--- config.mk ---
export PLATFORM = sky130hd
export DESIGN_NAME = bram_snap_ctrl
export DESIGN_NICKNAME = d
export VERILOG_FILES = /design/src/rtl/bram_snap_ctrl.sv
export SDC_FILE = /design/constraint.sdc
export NUM_CORES = 1
export LEC_CHECK = 0
export ABC_AREA = 1
export BUFFER_PORTS_ARGS = -buffer_cell sky130_fd_sc_hd__buf_2
export CAP_MARGIN = 20
export CORE_MARGIN = 3
export CORE_UTILIZATION = 35
export CTS_CLUSTER_SIZE = 10
export DETAILED_ROUTE_END_ITERATION = 8
export HOLD_SLACK_MARGIN = 0.02
export PLACE_DENSITY = 0.69
export SLEW_MARGIN = 0
export SYNTH_ARGS = -nofsm -noshare
export SYNTH_HDL_FRONTEND = slang
export SYNTH_SLANG_ARGS = --single-unit
--- constraint.sdc ---
create_clock -name i_fabric_clk -period 1.37 [get_ports i_fabric_clk]
set_input_delay 0.0685 -clock i_fabric_clk [delete_from_list [all_inputs] [get_ports i_fabric_clk]]
set_output_delay 0.0685 -clock i_fabric_clk [all_outputs]
set_load 0.02 [all_outputs]
--- src/rtl/bram_snap_ctrl.sv ---
// Snapshot capture into the fabric port of a dual-port BRAM; each accepted word is written one cycle after it arrives.
// No backpressure on the stream (one write per valid cycle); define SNAP_WRAP_EN for pre-trigger circular capture.
module bram_snap_ctrl #(
  parameter int DATA_WIDTH = 32,
  parameter int ADDR_WIDTH = 8,
  parameter int POST_COUNT = 128
) (
  input  logic                  i_fabric_clk,
  input  logic                  i_fabric_rst,
  input  logic                  i_arm,
  input  logic                  i_trig,
  input  logic                  i_din_valid,
  input  logic [DATA_WIDTH-1:0] i_din,
  output logic                  o_bram_we,
  output logic [ADDR_WIDTH-1:0] o_bram_addr,
  output logic [DATA_WIDTH-1:0] o_bram_data,
  output logic                  o_busy,
  output logic                  o_done,
  output logic [ADDR_WIDTH-1:0] o_trig_addr,
  output logic [ADDR_WIDTH:0]   o_wr_count
);

  localparam int DEPTH = 2 ** ADDR_WIDTH;
  localparam logic [ADDR_WIDTH:0] DEPTH_CNT = (ADDR_WIDTH+1)'(DEPTH);

  if (POST_COUNT < 1 || POST_COUNT > DEPTH) begin : g_bad_post_count
    $error("bram_snap_ctrl: POST_COUNT must lie in 1..2**ADDR_WIDTH");
  end

  typedef enum logic [1:0] {
    S_IDLE,
    S_ARMED,
    S_CAPTURE,
    S_DONE
  } state_t;

  state_t                r_state;
  logic [ADDR_WIDTH-1:0] r_ptr;
  logic                  r_we;
  logic [ADDR_WIDTH-1:0] r_addr;
  logic [DATA_WIDTH-1:0] r_data;
  logic                  r_busy;
  logic                  r_done;
  logic [ADDR_WIDTH:0]   r_wr_count;

  logic w_wr;
  logic w_post;
  logic w_last;

`ifdef SNAP_WRAP_EN
  localparam logic [ADDR_WIDTH:0] POST_CNT = (ADDR_WIDTH+1)'(POST_COUNT);

  logic [ADDR_WIDTH-1:0] r_trig_addr;
  logic [ADDR_WIDTH:0]   r_post_cnt;
  logic [ADDR_WIDTH:0]   w_post_nxt;

  assign w_post_nxt = r_post_cnt + 1'b1;
`endif

  // w_post marks a word that counts toward the post-trigger total (trigger word included).
  always_comb begin
    w_wr   = 1'b0;
    w_post = 1'b0;
    case (r_state)
      S_ARMED: begin
`ifdef SNAP_WRAP_EN
        w_wr   = i_din_valid;
`else
        w_wr   = i_din_valid && i_trig;
`endif
        w_post = i_trig;
      end
      S_CAPTURE: begin
        w_wr   = i_din_valid;
        w_post = 1'b1;
      end
      default: begin
        w_wr   = 1'b0;
        w_post = 1'b0;
      end
    endcase
`ifdef SNAP_WRAP_EN
    w_last = w_wr && w_post && (w_post_nxt == POST_CNT);
`else
    w_last = w_wr && (&r_ptr);
`endif
  end

  always_ff @(posedge i_fabric_clk) begin
    if (i_fabric_rst) begin
      r_state    <= S_IDLE;
      r_ptr      <= '0;
      r_we       <= 1'b0;
      r_addr     <= '0;
      r_data     <= '0;
      r_busy     <= 1'b0;
      r_done     <= 1'b0;
      r_wr_count <= '0;
`ifdef SNAP_WRAP_EN
      r_trig_addr <= '0;
      r_post_cnt  <= '0;
`endif
    end else begin
      r_we <= w_wr;
      if (w_wr) begin
        r_addr <= r_ptr;
        r_data <= i_din;
        r_ptr  <= r_ptr + 1'b1;
        if (r_wr_count != DEPTH_CNT) begin
          r_wr_count <= r_wr_count + 1'b1;
        end
      end
`ifdef SNAP_WRAP_EN
      if (w_wr && w_post) begin
        r_post_cnt <= w_post_nxt;
      end
`endif

      case (r_state)
        S_IDLE, S_DONE: begin
          if (i_arm) begin
            r_state    <= S_ARMED;
            r_ptr      <= '0;
            r_wr_count <= '0;
            r_busy     <= 1'b1;
            r_done     <= 1'b0;
`ifdef SNAP_WRAP_EN
            r_trig_addr <= '0;
            r_post_cnt  <= '0;
`endif
          end
        end
        S_ARMED: begin
          if (i_trig) begin
            r_state <= S_CAPTURE;
`ifdef SNAP_WRAP_EN
            r_trig_addr <= r_ptr;
`endif
          end
        end
        S_CAPTURE: begin
          r_state <= S_CAPTURE;
        end
        default: begin
          r_state <= S_IDLE;
        end
      endcase

      // Final word: done and busy flip on the same edge that presents the write.
      if (w_last) begin
        r_state <= S_DONE;
        r_busy  <= 1'b0;
        r_done  <= 1'b1;
      end
    end
  end

  assign o_bram_we   = r_we;
  assign o_bram_addr = r_addr;
  assign o_bram_data = r_data;
  assign o_busy      = r_busy;
  assign o_done      = r_done;
  assign o_wr_count  = r_wr_count;
`ifdef SNAP_WRAP_EN
  assign o_trig_addr = r_trig_addr;
`else
  assign o_trig_addr = '0;
`endif

endmodule

==> impl_metrics.py, run 1 <==
metrics = {
    "critical_path": {
        "worstRegToRegCells": 7,
        "crit_type": "reg2reg",
        "r2r_setup_slack_ps": -50,
        "critPathArrivalTime_ps": 1650,
        "cp.required_ps": 1600,
        "r2r-start": "r_state[0]",
        "endpoint_kind": "flop",
        "start_kind": "flop",
        "r2r_end": "o_busy",
        "cp_max_fo": 6,
    },
    "logic_synthesis": {
        "synthDominantCellAreaShare_pct": 47.17,
        "netlist_area_um2": 2631,
        "seq_area_frac_synth_pct": 47.17,
        "synth-edff-count": 0,
        "yosysMostFrequentCell": "nor2_1",
        "ys_types": 29,
        "syn_avg_cell_area_um2": 7.412,
        "yosysTopAreaCell": "dfxtp_1",
        "ys_dominant_reg_cell": "dfxtp_1",
        "ys_ff_latch": 62,
        "yosys-top-cells-count": "nor2_1, dfxtp_1, nand2_1",
        "yosys-top-cells-area": "dfxtp_1, nor2_1, o21ai_0",
        "async_flop_share_pct": 0,
        "synthCells": 355,
        "synth_warnings": 0,
    },
    "finish": {
        "num-fill-cells": 673,
        "multi_input_area_um2": 1269,
        "utilization_pct": 55.98,
        "drive_above_1_share_pct": 34.34,
        "area_delta_synth_final_pct": 50.12,
        "num_antenna_cells": 0,
        "final_cells": 591,
        "num-nets-final": 532,
        "regArea_um2": 1246,
    },
    "place": {
        "place_congestion": 0.8521,
        "numPortBuffers": 88,
        "place_inst": 541,
        "dp_hpwl_um": 4563,
        "dp_slack_ps": -141.3,
    },
    "drt": {
        "drt_iter0_drc": 113,
        "ant_nets": 0,
        "firstDrtPassIters": 4,
        "viasPerCell": 4.592,
        "wire_per_inst_um": 12.03,
        "routed_wl_um": 7110,
        "vias": 2714,
        "drc": 0,
    },
    "sta": {
        "fmax_mhz": 704.0,
        "min_period_ps": 1420,
        "setup_ws_ps": -50.47,
        "slew_violations": 0,
        "rsz0062_at_grt": "yes",
        "hold_viol": 0,
        "skew_ps": 5.899,
        "post-route-period-util_pct": 103.7,
        "setup_violations": 16,
    },
    "floorplan": {
        "die_y_um": 92.71,
        "die_area_um2": 8594,
        "std_cell_rows": 30,
        "core_region_area_um2": 7057,
        "die_w_um": 92.71,
        "io_pins": 97,
        "initial_core_util_pct": 37.29,
    },
    "min_path": {
        "holdPathStages": 4,
        "min-delay-start": "i_arm",
        "min_to": "o_wr_count[6]",
        "hold_class": "in2reg",
    },
    "job": {
        "cap_violations": 0,
    },
    "run_status": {
        "status": "finished with violations",
        "violations": "negative setup slack",
    },
    "global_routing": {
        "grt_remaining_overflow": 0,
        "grt_use_met3_pct": 3.818,
        "antenna_found_initial": 0,
        "grtUsageMet2_pct": 28.64,
        "grt_use_total_pct": 16.98,
        "met1_usage_pct": 20.02,
        "grt_first_pass_wirelength_um": 11700,
        "busiest_layer": "met2",
        "grt_max_degree": 38,
        "grt_pass1_vias": 2607,
    },
    "cts": {
        "clk_transition_reported_paths_ps": 70,
        "cts_tree": "built",
        "numCtsBuffers": 9,
        "clock_latency_ps": 330,
        "cts_root_buf": "clkbuf_8",
        "htree_levels": 3,
        "clockBufferDepth": 2,
        "clock_sinks": 62,
    },
    "power_and_ir_drop": {
        "ir_drop_mv": 0.8247,
        "power_density_nw_per_um2": 1521,
        "leakage_uw": 0.001811,
        "power_uw": 6007,
    },
}
## where the power goes
| part | internal, uW | switching [uW] | leakage, uW |
|---|---|---|---|
| Sequential | 2080 | 170 | 0.000504 |
| Clock | 898 | 741 | 0.0000987 |
| Combinational | 907 | 1210 | 0.00121 |
## layer usage
layer / vias up / wire length, um
met5: - / 0
met4: 0 / 190
met3: 16 / 349
met2: 74 / 3505
met1: 1234 / 3064
li1: 1390 / -
## layout by cell type (no fill, tap or decap), types with 11 or more instances in the layout
cell,n
nor2_1,72
dfxtp_1,58
o21ai_1,23
buf_4,13
inv_1,25
dlygate4sd3_1,32
o21ai_0,16
nand2_1,48
buf_2,88
nand3_1,11
nor2_2,14
a21oi_1,15
## area by class of cell
| type | count | share of cell area, % |
|---|---|---|
| Multi-Input combinational cell | 246 | 32.12 |
| Timing Repair Buffer | 141 | 24.83 |
| Clock inverter | 6 | 1.806 |
| Tap cell | 96 | 3.041 |
| Sequential cell | 62 | 31.55 |
| Clock buffer | 10 | 3.484 |
| Inverter | 30 | 3.168 |
## flip-flops by register name, summed over array words and instances (netlist names)
register and flops:
o_bram_addr 8, o_done 1, o_wr_count 9, r_ptr 8
o_bram_we 1, o_bram_data 32, o_busy 1, r_state 2
## worst max-delay path: stages (launching register included)
cell and delay [ps]:
dfxtp_2 350, inv_2 50, ha_4 250, nor2_4 100, nand2_4 110, nor2_4 110
nand3b_1 180, o211a_1 170
## per-stage QoR
step	hold WS (ps)	area (um2)	setup TNS, ps
2_1_floorplan	217.3	2675	0
3_3_place_gp	304.8	3238	-1872
3_5_place_dp	309.6	3238	-4387
4_1_cts	59.22	3832	-588.7
5_1_grt	89.15	3950	-3091
6_report	80.76	3950	-405.8
## cell families (layout without fill, tap and decap cells)
kind of cell	count (synthesis)	after routing	synth area share (%)
other	1	8	0.1425
flip-flops	62	62	47.17
XOR/XNOR	4	4	1.331
AO/OA/AOI/OAI	68	68	13.79
buffers and inverters	54	187	10.08
adder cells (fa/ha/maj)	5	5	2.378
AND/OR/NAND/NOR	161	161	25.11
## repair_timing
item / 4_1_cts / 5_1_grt
hold endpoints to repair: 32 / 0
hold buffers: 32 / 0
gates cloned: 1 / 0
pin swaps: 7 / 11
setup buffers: 1 / 0
gates resized for setup: 21 / 55
endpoints found under the setup margin: 60 / 59
## worst max path at each step
stage                     startpoint              to  cells past startpoint
after detailed placement  r_state[0]        r_ptr[3]                      8
after global routing      r_state[0]   o_wr_count[2]                     10
after global placement    r_state[0]   o_wr_count[2]                     10
final                     r_state[0]          o_busy                      7
after CTS                 r_state[0]          o_busy                      7
after floorplan           r_state[1]  o_bram_data[0]                     10
No activity file was read; power rests on OpenSTA's default activity.
==> run 2, diff against run 1 <==
RECOVER_POWER = 25   (was not set)
==> run 2 against run 1 <==
Net effect: the flow still finishes with violations (negative setup slack); setup slack better by 1.5 ps; power down 0.31%; worst hold slack better by 2.9 ps.
==> impl_metrics.py, run 2 (synthesized netlist as in run 1, its figures left out) <==
metrics = {
    "cts": {
        "clk_transition_reported_paths_ps": 70,
        "cts_tree": "built",
        "htree_levels": 3,
        "clock_sinks": 62,
        "cts_root_buf": "clkbuf_8",
        "clockBufferDepth": 2,
        "clock_latency_ps": 330,
        "numCtsBuffers": 9,
    },
    "power_and_ir_drop": {
        "leakage_uw": 0.001755,
        "pwr-share-seq_pct": 37.6,
        "intPower_uw": 3865,
        "ir_drop_mv": 0.8252,
        "p_sw_uw": 2124,
        "swShare_pct": 35.46,
        "power_density_nw_per_um2": 1522,
        "clkPwrFrac_pct": 27.3,
        "pwr-share-comb_pct": 35.1,
    },
    "sta": {
        "post-route-period-util_pct": 103.6,
        "holdWs_ps": 83.66,
        "setup_ws_ps": -48.99,
        "rsz0062_at_grt": "yes",
        "slew_violations": 0,
        "skew_ps": 7.000,
        "fmax_mhz": 704.7,
        "hold_viol": 0,
        "setup_violations": 16,
        "min_period_ps": 1419,
    },
    "critical_path": {
        "critPathArrivalTime_ps": 1650,
        "cp.required_ps": 1600,
        "endpoint_kind": "flop",
        "crit_type": "reg2reg",
        "cp_max_fo": 6,
        "start_kind": "flop",
    },
    "drt": {
        "viasPerCell": 4.592,
        "firstDrtPassIters": 4,
        "vias": 2714,
        "drt_iter0_drc": 118,
        "wire_per_inst_um": 12.05,
        "ant_nets": 0,
        "drc": 0,
        "routed_wl_um": 7121,
    },
    "global_routing": {
        "grt_remaining_overflow": 0,
        "grt_pass1_vias": 2607,
        "grt_max_degree": 38,
        "antenna_found_initial": 0,
        "grt_use_total_pct": 16.98,
        "grt_first_pass_wirelength_um": 11700,
    },
    "floorplan": {
        "die_w_um": 92.71,
        "std_cell_rows": 30,
        "die_y_um": 92.71,
        "io_pins": 97,
        "die_area_um2": 8594,
        "initial_core_util_pct": 37.29,
        "core_region_area_um2": 7057,
    },
    "job": {
        "cap_violations": 0,
    },
    "finish": {
        "drive_above_1_share_pct": 31.72,
        "area_delta_synth_final_pct": 49.50,
        "final_common_cell": "buf_2",
        "num_antenna_cells": 0,
        "largest_reg_flops": 32,
        "layout_common_cells": "buf_2, nor2_1, dfxtp_1",
        "num-fill-cells": 681,
        "num-nets-final": 532,
        "utilization_pct": 55.74,
    },
    "place": {
        "numPortBuffers": 88,
        "dp_hpwl_um": 4563,
        "place_congestion": 0.8521,
    },
    "run_status": {
        "violations": "negative setup slack",
        "status": "finished with violations",
    },
    "min_path": {
        "hold_class": "in2reg",
    },
}
run 2: cell count changes in the layout (fill, tap and decap cells not counted):
cell / before / now
clkbuf_1: 0 / 13
buf_2: 88 / 75
run 2: path summary, 6_finish.rpt:
| path | from | to | slack, ps | cells after the start |
|---|---|---|---|---|
| max reg2reg | r_state[0] | o_busy | -50 | 7 |
| min reg2reg | o_done | o_done | 470 | 2 |
| min | i_arm | o_wr_count[6] | 80 | 4 |
| max | r_state[0] | o_busy | -50 | 7 |
run 2: area by class of cell:
cell class                      count  area (um2)  share of cell area, %
Clock buffer                       10       137.6                  3.499
Timing Repair Buffer              141       964.7                  24.52
Tap cell                           96       120.1                  3.053
Sequential cell                    62        1246                  31.68
Multi-Input combinational cell    246        1269                  32.25
Inverter                           30       125.1                  3.181
Clock inverter                      6       71.32                  1.813
run 2: repair_timing:
item	CTS	global route
endpoints found under the hold margin	32	0
resized for setup	21	55
setup endpoints to repair	60	59
cloned	1	0
hold buffers	32	0
buffers inserted	1	0
pin swaps	7	11
run 2: power by group through the flow:
stage	clock network, uW	registers, uW	logic (uW)
finish	1640	2250	2100
global route	1780	2280	2320
CTS	1690	2230	2010
detailed placement	0	2260	1820
global placement	0	2250	1780
floorplan	0	2530	912
run 2: worst max-delay path, stage by stage, from the launching register on:
cell,delay [ps]
dfxtp_2,350
inv_2,50
ha_4,250
nor2_4,100
nand2_4,110
nor2_4,110
nand3b_1,180
o211a_1,170
run 2: per-stage QoR:
step                instance area, um2  cells  setup WS (ps)  TNS [ps]  total power, uW
floorplan                         2675    362          18.19         0             3443
global placement                  3238    541         -94.11     -1872             4036
detailed placement                3238    541         -141.3     -4387             4077
CTS                               3832    591         -62.56    -588.7             5927
global route                      3934    591         -128.2     -3091             6380
finish                            3934    591         -48.99    -380.6             5988
run 2: layer usage:
layer	up-vias	track usage, %	share of wire (%)
li1	1389	-	-
met1	1234	20.02	43
met2	76	28.64	49
met3	15	3.818	4.9
met4	0	9.035	2.6
met5	-	0	0
